`src/rtl/mem_arbiter2.sv`:
```
// Two-port arbiter sharing one SRAM core interface; grants whole transactions and caps bursts.
// Define MEM_ARB_FIXED_PRIO_EN for fixed port0 priority; default build is round-robin.
module mem_arbiter2 #(
   parameter int ADDR_BITS = 22,
   parameter int MAX_BURST = 16
) (
   input  logic                 clk,
   input  logic                 rst_n,
   input  logic                 m0_cs,
   input  logic                 m0_we,
   input  logic [ADDR_BITS-1:2] m0_addr,
   input  logic [3:0]           m0_sel,
   input  logic                 m0_burst,
   input  logic [31:0]          m0_din,
   output logic [31:0]          m0_dout,
   output logic                 m0_busy,
   output logic                 m0_ack,
   input  logic                 m1_cs,
   input  logic                 m1_we,
   input  logic [ADDR_BITS-1:2] m1_addr,
   input  logic [3:0]           m1_sel,
   input  logic                 m1_burst,
   input  logic [31:0]          m1_din,
   output logic [31:0]          m1_dout,
   output logic                 m1_busy,
   output logic                 m1_ack,
   output logic                 mem_cs,
   output logic                 mem_we,
   output logic [3:0]           mem_sel,
   output logic                 mem_burst,
   output logic [ADDR_BITS-1:2] mem_addr,
   output logic [31:0]          mem_din,
   input  logic [31:0]          mem_dout,
   input  logic                 mem_busy,
   input  logic                 mem_ack,
   output logic [1:0]           owner
);

   typedef enum logic [1:0] {IDLE, OWN0, OWN1, DRAIN} state_t;

   localparam logic [7:0] BURST_LIM = 8'(MAX_BURST);

   state_t     state;
   logic [7:0] beat_cnt;
   logic       last_owner;
   logic       own0;
   logic       own1;
   logic       last_beat;
   logic       preempt0;
   logic       preempt1;
   logic       pick1;

   assign own0 = (state == OWN0);
   assign own1 = (state == OWN1);

   // The beat that brings the count to the limit is the last one before a forced hand-over.
   assign last_beat = mem_ack && (beat_cnt >= BURST_LIM - 8'd1);
   assign preempt1  = last_beat && m0_cs;

`ifdef MEM_ARB_FIXED_PRIO_EN
   assign pick1    = m1_cs && !m0_cs;
   assign preempt0 = 1'b0;
`else
   assign pick1    = m1_cs && (!m0_cs || !last_owner);
   assign preempt0 = last_beat && m1_cs;
`endif

   always_comb begin
      mem_cs    = 1'b0;
      mem_we    = 1'b0;
      mem_sel   = 4'b0000;
      mem_burst = 1'b0;
      mem_addr  = '0;
      mem_din   = 32'd0;
      if (own0) begin
         mem_cs    = m0_cs;
         mem_we    = m0_we;
         mem_sel   = m0_sel;
         mem_burst = m0_burst;
         mem_addr  = m0_addr;
         mem_din   = m0_din;
      end else if (own1) begin
         mem_cs    = m1_cs;
         mem_we    = m1_we;
         mem_sel   = m1_sel;
         mem_burst = m1_burst;
         mem_addr  = m1_addr;
         mem_din   = m1_din;
      end
   end

   assign m0_dout = mem_dout;
   assign m1_dout = mem_dout;
   assign m0_ack  = own0 && mem_ack;
   assign m1_ack  = own1 && mem_ack;
   assign m0_busy = !own0 || mem_busy;
   assign m1_busy = !own1 || mem_busy;

   always_ff @(posedge clk or negedge rst_n) begin
      if (!rst_n) begin
         state      <= IDLE;
         owner      <= 2'b00;
         beat_cnt   <= 8'd0;
         last_owner <= 1'b1;
      end else begin
         case (state)
            IDLE: begin
               if (!mem_busy && (m0_cs || m1_cs)) begin
                  last_owner <= pick1;
                  if (pick1) begin
                     state <= OWN1;
                     owner <= 2'b10;
                  end else begin
                     state <= OWN0;
                     owner <= 2'b01;
                  end
               end
            end
            OWN0, OWN1: begin
               if (mem_ack && (beat_cnt != BURST_LIM))
                  beat_cnt <= beat_cnt + 8'd1;
               if ((own0 && (!m0_cs || preempt0)) || (own1 && (!m1_cs || preempt1))) begin
                  state <= DRAIN;
                  owner <= 2'b00;
               end
            end
            DRAIN: begin
               // Owner change waits for the core to go idle so no beat straddles two owners.
               if (!mem_busy) begin
                  state    <= IDLE;
                  beat_cnt <= 8'd0;
               end
            end
            default: begin
               state <= IDLE;
               owner <= 2'b00;
            end
         endcase
      end
   end

endmodule

```
`config.mk`:
```
export PLATFORM = sky130hd
export DESIGN_NAME = mem_arbiter2
export DESIGN_NICKNAME = d
export VERILOG_FILES = /design/src/rtl/mem_arbiter2.sv
export SDC_FILE = /design/constraint.sdc
export NUM_CORES = 1
export LEC_CHECK = 0
export CORE_AREA = 2 2 110 112
export CTS_BUF_LIST = sky130_fd_sc_hd__clkbuf_2 sky130_fd_sc_hd__clkbuf_4 sky130_fd_sc_hd__clkbuf_8
export DETAILED_ROUTE_END_ITERATION = 8
export DIE_AREA = 0 0 112 114
export PLACE_DENSITY = 0.76
export SLEW_MARGIN = 15
export SYNTH_ARGS = -nofsm -noshare
export SYNTH_HDL_FRONTEND = slang
export SYNTH_SLANG_ARGS = --single-unit
export TNS_END_PERCENT = 20
```
`constraint.sdc`:
```
create_clock -name clk -period 2 [get_ports clk]
set_input_delay 0.2 -clock clk [delete_from_list [all_inputs] [get_ports clk]]
set_output_delay 0.2 -clock clk [all_outputs]
set_load 0.005 [all_outputs]
```
---- Word-level counts from Yosys, hierarchy flattened ----
Index checks and enable logic that the tools add are counted.
storage, ports and cells
  register bits ........................... 13
  latch bits .............................. 0
  memory bits (writable) .................. 0
  memory bits (read-only) ................. 0
  bits of input ports ..................... 154
  output and inout bits ................... 129
  word-level logic and storage cells ...... 67
  memories kept ........................... 0
operators by class
  add/subtract/negate cells ............... 1
  multiply operators ...................... 0
  div/mod/pow operators ................... 0
  order comparisons ....................... 1
  equal/unequal tests ..................... 8
  shift-type cells ........................ 0
  muxes and demuxes ....................... 22
  bitwise operators ....................... 0
  reductions and logical operators ........ 31
operators with widths
  kind                                                 count
  2-to-1 mux 32 bit                                    2
  2-to-1 mux 20 bit                                    2
  2-to-1 mux 8 bit                                     2
  case mux 8 bit (2 select lines)                      1
  logical AND 1 bit                                    10
  2-to-1 mux 2 bit                                     5
  AND reduction 3 bit                                  3
  adder 8 x 1 -> 8 bit, second input constant          1
  >= comparator 8 x 4 -> 1 bit, second input constant  1
  2-to-1 mux 4 bit                                     2
  != test 2 bit, second input constant                 4
  != test 8 x 5 -> 1 bit, second input constant        1
  logical OR 1 bit                                     7
  logical NOT 1 bit                                    6
  2-to-1 mux 1 bit                                     6
  case mux 2 bit (3 select lines)                      1
  equality test 2 bit, second input constant           2
  case mux 2 bit (2 select lines)                      1
  nonzero test 2 bit                                   2
  equality test 2 x 1 -> 1 bit, second input constant  1
  logical NOT 2 bit                                    1
  AND reduction 2 bit                                  1
  OR reduction 2 bit                                   1

---- Logic depth before layout (Yosys ltp) ----
Gate-level depths: netlist of run 1.
  depth in word-level cells ............... 8
  depth in mapped cells ................... 7
  mapped depth without buffers ............ 7

---- Worst setup path before layout of run 1 ----
Ideal clock, no wire load.
  path type ............................... reg-to-reg
  from .................................... reg state[0]
  to ...................................... reg state[1]
  setup time .............................. 128 ps
  data arrival time ....................... 1,768 ps
  required time ........................... 1,872 ps
  path slack .............................. 105 ps
  cell stages (with the launch flop) ...... 8
  buffers on the path ..................... 0
  period minus slack after synthesis ...... 1,895 ps
  path through ............................ dfrtp_1 > inv_1 > ha_1 > inv_1 > nor2_1 > a222oi_1 > nand3_1 > mux2_1
between the ends
  word-level cells in the longest chain between the ends .. 5
  elaborated cells between the ends (all ways) .. 13
  those cells by class .................... eq/ne (6); mux (1); reduce/logical (6)
RTL lines
  what                                                                 RTL line     text
  start, declared                                                      43           state_t state;
  start signal, assigned                                               101          state <= IDLE;
  start signal, assigned                                               111          state <= OWN1;
  start signal, assigned                                               114          state <= OWN0;
  equality test 2 x 1 -> 1 bit or equality test 2 bit (tied branches)  53, 106, 54
  logical AND 1 bit                                                    122          if ((own0 && (!m0_cs || preempt0)) || (own1 && (!m1_cs || preempt1))) begin
  logical OR 1 bit                                                     122
  != test 2 bit (no line)                                              n/a
  AND reduction 3 bit (no line)                                        n/a
Parallel ways exist; a longest one is shown, timed or not.
A chain may end at the register's enable or synchronous reset.

---- Worst setup path in the final report of run 1 ----
  from .................................... reg state[0]
  to ...................................... out mem_addr[5] in the netlist's numbering
between the ends
  word-level cells in the longest chain between the ends .. 3
  elaborated cells between the ends (all ways) .. 4
  those cells by class .................... eq/ne (2); mux (2)
RTL lines
  what                   RTL line  text
  equality test 2 bit    54        assign own1 = (state == OWN1);
  2-to-1 mux 20 bit      82        end else if (own1) begin
  2-to-1 mux 20 bit (*)  75        if (own0) begin
  end, declared          31        output logic [ADDR_BITS-1:2] mem_addr,
Every way passes the cells marked *; elsewhere a longest branch is shown, timed or not.

==> metrics.csv, run 1 <==
metric;value;unit
fmax;488;MHz
vias;2434;
root_buffer;clkbuf_8;
synth_fp_nets;402;
r2r_slack;10;ps
cts_num_sinks;13;
wl_per_cell;20.2;um
start_util;16.8;%
worst-slew-pin-transition;611;ps
cts.clk_slew.worst_paths;60;ps
finalSetupViolCount;4;
rows;40;
power_density;1240;mW/mm^2
antenna_cells;0;
worstReg2RegEnd;state[1];
crit_path_max_fanout;10;
gp_congestion;0.817;
cts_tree;built;
grt_use_total;15.2;%
port_buffers;186;
required;1800;ps
fin_skew;0.808;ps
run_status;finished, violations left;
cp-start-kind;flip-flop;
peakVddDrop;0.408;mV
synth_seq_cells;13;
synth.avg_cell_area;8.14;sq um
end_kind;output pin;
cts_max_level;1;
via_per_inst;4.58;
crit_type;flip-flop to output pin;
hold_buffers;0;
reg2reg_depth;8;
drt_iter0_markers;202;
violations;setup timing;
drive_gt1_share;27.5;%
rsz0062_at_grt;yes;
route.detailed.drc;0;
overflow;0;
postRouteAntennaNets;0;
cap_violations;0;
hp-class;primary input to asynchronous set/reset pin;
drv_slew;0;
grt_max_degree;47;
die_width;112;um
critPathLaunch;state[0];
power.leakage;1.67;nW
insertion_delay;250;ps
syn2layout_area_growth;87.9;%
cts_buffers;3;
fin_ws;-49.6;ps
mostFrequentLayoutCells;126 x clkdlybuf4s50_1, 57 x a22o_1, 49 x clkbuf_2;
layout_commonest_cell;clkdlybuf4s50_1;
ioPinCount;283;
wirelength;10.7;mm
finalPower;0.00457;W
worst_ep_arrival_time;1850;ps
crit_path_end;mem_addr[5];
antenna_found_initial;1;
synthCells;242;
syn_area;0.00197;sq mm
clockBufferDepth;2;
final_nets;546;
yosys.cell_types.count;38;
die_area;0.0128;sq mm
pre_cts_ws;-96.6;ps
r2r-start;state[0];
relSlewSlack;59.1;%
timing_hold_violations_final;0;
yosysSeqAreaShare;16.6;%
grt_pass1_wl;14.9;mm
fin_crit;2050;ps
die_h;114;um
whs;333;ps
period_share;102;%
dp_hpwl;8.10;mm
first_pass_iters;4;
grt_pass1_vias;2389;
yosysWarnings;0;
core_area;0.0117;sq mm
## worst max-delay path: stages, from the launching register on
cell             delay [ps]
dfrtp_1                 430
inv_2                    80
ha_4                    160
nor2b_4                 120
buf_12                  130
buf_4                   140
buf_16                  140
a22o_1                  180
clkdlybuf4s15_1         210
## final cells by class
type                            count  area (sq um)
Clock buffer                        4          48.8
Fill cell                        1231          8010
Inverter                            8          32.5
Multi-Input combinational cell    142          1110
Sequential cell                    13           328
Tap cell                          147           184
Timing Repair Buffer              218          2000
## synthesized netlist by cell type
cell type | count | share of area (%)
buf_4 | 65 | 25
a22o_1 | 57 | 25
o21ai_0 | 16 | 4.1
nand2_1 | 14 | 2.7
dfrtp_1 | 12 | 15
clkbuf_1 | 8 | 1.5
inv_1 | 8 | 1.5
a21oi_1 | 6 | 1.5
ha_1 | 6 | 3.8
nor2_1 | 5 | 0.95
and3_1 | 3 | 0.95
buf_1 | 3 | 0.57
mux2i_1 | 3 | 1.5
nand3_1 | 3 | 0.76
nor2b_1 | 3 | 0.95
o21ai_1 | 3 | 0.76
and2_1 | 2 | 0.64
buf_6 | 2 | 1.1
mux2_1 | 2 | 1.1
nand2b_1 | 2 | 0.64
nand4_1 | 2 | 0.64
a21boi_0 | 1 | 0.38
a222oi_1 | 1 | 0.51
a22oi_1 | 1 | 0.38
a31oi_1 | 1 | 0.32
a41oi_1 | 1 | 0.44
and3_2 | 1 | 0.38
buf_2 | 1 | 0.25
dfstp_2 | 1 | 1.3
nand3b_1 | 1 | 0.38
nand4b_1 | 1 | 0.44
nor3_1 | 1 | 0.25
nor3b_1 | 1 | 0.38
o21bai_1 | 1 | 0.38
o31ai_1 | 1 | 0.38
o31ai_2 | 1 | 0.64
o41ai_4 | 1 | 1.4
or3_4 | 1 | 0.57
## layer usage
metal	global-route usage, %	part of all wire, %	wire (um)	vias up
li1	-	-	-	1113
met1	20.1	41	4350	1145
met2	24.0	46	4920	153
met3	5.90	12	1250	21
met4	3.01	1.8	189	2
met5	0	0.15	16	-
## registers in the layout, indices dropped and copies added (netlist names)
name	flops
owner	2
beat_cnt	8
state	2
last_owner	1
## through the flow
stage	instance area (sq um)	instances	util (%)	TNS, ps
final	3700	532	31.6	-78.7
after global routing	3700	532	31.6	-943
after CTS	3760	518	32.1	-3650
after detailed placement	3600	508	30.7	-679
after global placement	3600	508	30.7	-133
after floorplan	1970	242	-	0
## kinds of logic (layout without fill, tap and decap cells)
family | count (synthesis) | count (layout) | synth area share [%]
compound gates | 91 | 91 | 36.5
fa+ha+maj | 6 | 6 | 3.81
buf+inv | 87 | 230 | 29.8
flops | 13 | 13 | 16.6
mux | 5 | 5 | 2.67
simple gates | 40 | 40 | 10.6
## worst min path at each step
stage / start / endpoint / slack (ps) / cells after the start
after floorplan: rst_n / beat_cnt[0] / -100 / 0
after global placement: mem_dout[13] / m0_dout[13] / 400 / 0
after detailed placement: mem_dout[13] / m0_dout[13] / 400 / 0
after CTS: rst_n / beat_cnt[7] / 350 / 1
after global routing: rst_n / beat_cnt[7] / 370 / 1
final: rst_n / beat_cnt[7] / 330 / 1
## repair_timing
action                     4_1_cts  5_1_grt
setup buffers                    3       12
resized for setup               90      101
cloned                           3        2
setup endpoints to repair       61       69
pin swaps                        5        6
## power breakdown
part / switching, W / internal (W)
Clock: 0.000105 / 0.000155
Combinational: 0.00174 / 0.00214
Sequential: 0.0000842 / 0.000351
Power figures use the tool's default switching activity.
==> run 2: changes to the inputs <==
- ABC_CLOCK_PERIOD_IN_PS: not set -> 2000
- GPL_ROUTABILITY_DRIVEN: not set -> 0
- PLACE_DENSITY: 0.76 -> not set
==> metrics.csv, run 2 (synthesis results as in run 1) <==
metric;value;unit;change
run_status;finished, violations left;;
violations;setup timing;;
die_area;0.0128;sq mm;unchanged
antenna_found_initial;0;;-1
syn2layout_area_growth;94.0;%;
power_density;1200;mW/mm^2;-3.0%
pwr-share-clk;5.4;%;-0.3 points
relSlewSlack;59.0;%;-0.11 points
final_nets;545;;-0.18%
vias;2360;;-3.0%
grt_pass1_wl;14.5;mm;-2.7%
power_frac_seq;9.5;%;about the same
die_h;114;um;unchanged
postRouteAntennaNets;0;;unchanged
timing_hold_violations_final;0;;unchanged
clockBufferDepth;2;;unchanged
core_area;0.0117;sq mm;unchanged
ioPinCount;283;;unchanged
drt_iter0_markers;109;;-46%
grt_use_total;15.0;%;-0.28 points
crit_path_max_fanout;11;;+1
first_pass_iters;6;;+2
final_core_util;32.6;%;+1.0 points
start_util;16.8;%;unchanged
cts_tree;built;;
crit_type;flip-flop to output pin;;
p_comb_share;85.2;%;+0.4 points
cts_buffers;3;;unchanged
switching_share;40.6;%;-1.6 points
top_regs;beat_cnt: 8 flops, owner: 2 flops, state: 2 flops;;
grt_max_degree;41;;-13%
cp-start-kind;flip-flop;;
r2r-start;state[0];;
cts_max_level;1;;unchanged
cts_num_sinks;13;;unchanged
overflow;0;;unchanged
route.detailed.drc;0;;unchanged
fin_ws;-154;ps;-104 ps
cts.clk_slew.worst_paths;60;ps;about the same
power.leakage;1.72;nW;+2.9%
mostFrequentLayoutCells;126 x clkdlybuf4s50_1, 55 x a22o_1, 21 x clkbuf_2;;
place_area;0.00364;sq mm;+1.2%
multi_input_area;0.00113;sq mm;+1.8%
drive_gt1_share;21.1;%;-6.4 points
worst-slew-pin-transition;613;ps;+1.63 ps
wl_per_cell;20.0;um;-0.64%
port_buffers;186;;unchanged
die_width;112;um;unchanged
dp_hpwl;8.52;mm;+5.1%
p_sw;0.00186;W;-3.7%
finalSetupViolCount;2;;-2
p_int;0.00272;W;+3.0%
fin_setup_tns;-160;ps;-81.3 ps
peakVddDrop;0.465;mV;+14%
antenna_cells;0;;unchanged
worst_ep_arrival_time;1950;ps;+100 ps
root_buffer;clkbuf_8;;
cap_violations;0;;unchanged
grt_pass1_vias;2379;;-0.42%
fillers;1240;;+0.73%
largest_register_ffs;8;;unchanged
rows;40;;unchanged
via_per_inst;4.44;;-2.9%
fin_skew;4.39;ps;+3.58 ps
insertion_delay;240;ps;about the same
required;1800;ps;about the same
drv_slew;0;;unchanged
fmax;464;MHz;-4.8%
hp-class;primary input to asynchronous set/reset pin;;
period_share;108;%;+5.2 points
end_kind;output pin;;
layout_commonest_cell;clkdlybuf4s50_1;;
critPathLaunch;state[0];;
fin_crit;2150;ps;+104 ps
largest_register;beat_cnt;;
fin_area;0.00382;sq mm;+3.2%
seqCellArea;329;sq um;+0.38%
wirelength;10.6;mm;-0.83%
rsz0062_at_grt;yes;;
==> run 2: layout make-up <==
cell class | count | share of cell area, %
repair buffers | 217 | 54.8
multi-input cells | 142 | 29.6
flip-flops and latches | 13 | 8.61
well taps | 147 | 4.81
clock buffers | 4 | 1.28
inverters | 8 | 0.852
==> run 2: repair_timing <==
action,in CTS,in global routing
hold buffers,0,0
buffers inserted,7,6
setup endpoints to repair,62,64
pin swaps,5,4
resized for setup,104,48
gates cloned,2,1
==> run 2: worst paths after layout <==
check,to,slack (ps),depth (start not counted)
min,owner[0],340,1
min reg2reg,beat_cnt[7],470,1
max in group asynchronous,state[0],1220,1
max,mem_addr[19],-150,7
min in group clk,m0_dout[13],400,0
max reg2reg,state[1],-10,9
==> run 2: metrics by stage <==
| stage | std cells | total power, W | hold WS (ps) | setup WS, ps |
|---|---|---|---|---|
| 3_5_place_dp | 512 | 0.00417 | 400 | -23.0 |
| 2_1_floorplan | 242 | 0.00208 | -95.6 | 105 |
| 6_report | 531 | 0.00458 | 345 | -154 |
| 5_1_grt | 531 | 0.00492 | 387 | -224 |
| 3_3_place_gp | 512 | 0.00414 | 400 | -1.51 |
| 4_1_cts | 525 | 0.00450 | 362 | -238 |
==> run 2: worst max-delay path, cell delays in order (launching register included) <==
cell	delay (ps)
dfrtp_2	440
inv_2	80
ha_4	130
nor2b_4	190
buf_4	140
buf_12	120
a22o_4	120
clkdlybuf4s50_1	490
==> run 2: power groups by stage <==
stage	clock network, W	registers (W)	logic, W
final	0.000246	0.000433	0.00390
after global routing	0.000266	0.000445	0.00421
after CTS	0.000255	0.000424	0.00382
after detailed placement	0	0.000417	0.00375
after global placement	0	0.000414	0.00372
after floorplan	0	0.000406	0.00168
==> run 2: routing by layer <==
| metal | GRT usage (%) | share of wire, % | vias to the layer above |
|---|---|---|---|
| met4 | 1.71 | 0.56 | 0 |
| met5 | 0 | 0 | - |
| met2 | 24.6 | 47 | 162 |
| met1 | 16.7 | 37 | 1076 |
| li1 | - | - | 1114 |
| met3 | 9.99 | 16 | 8 |
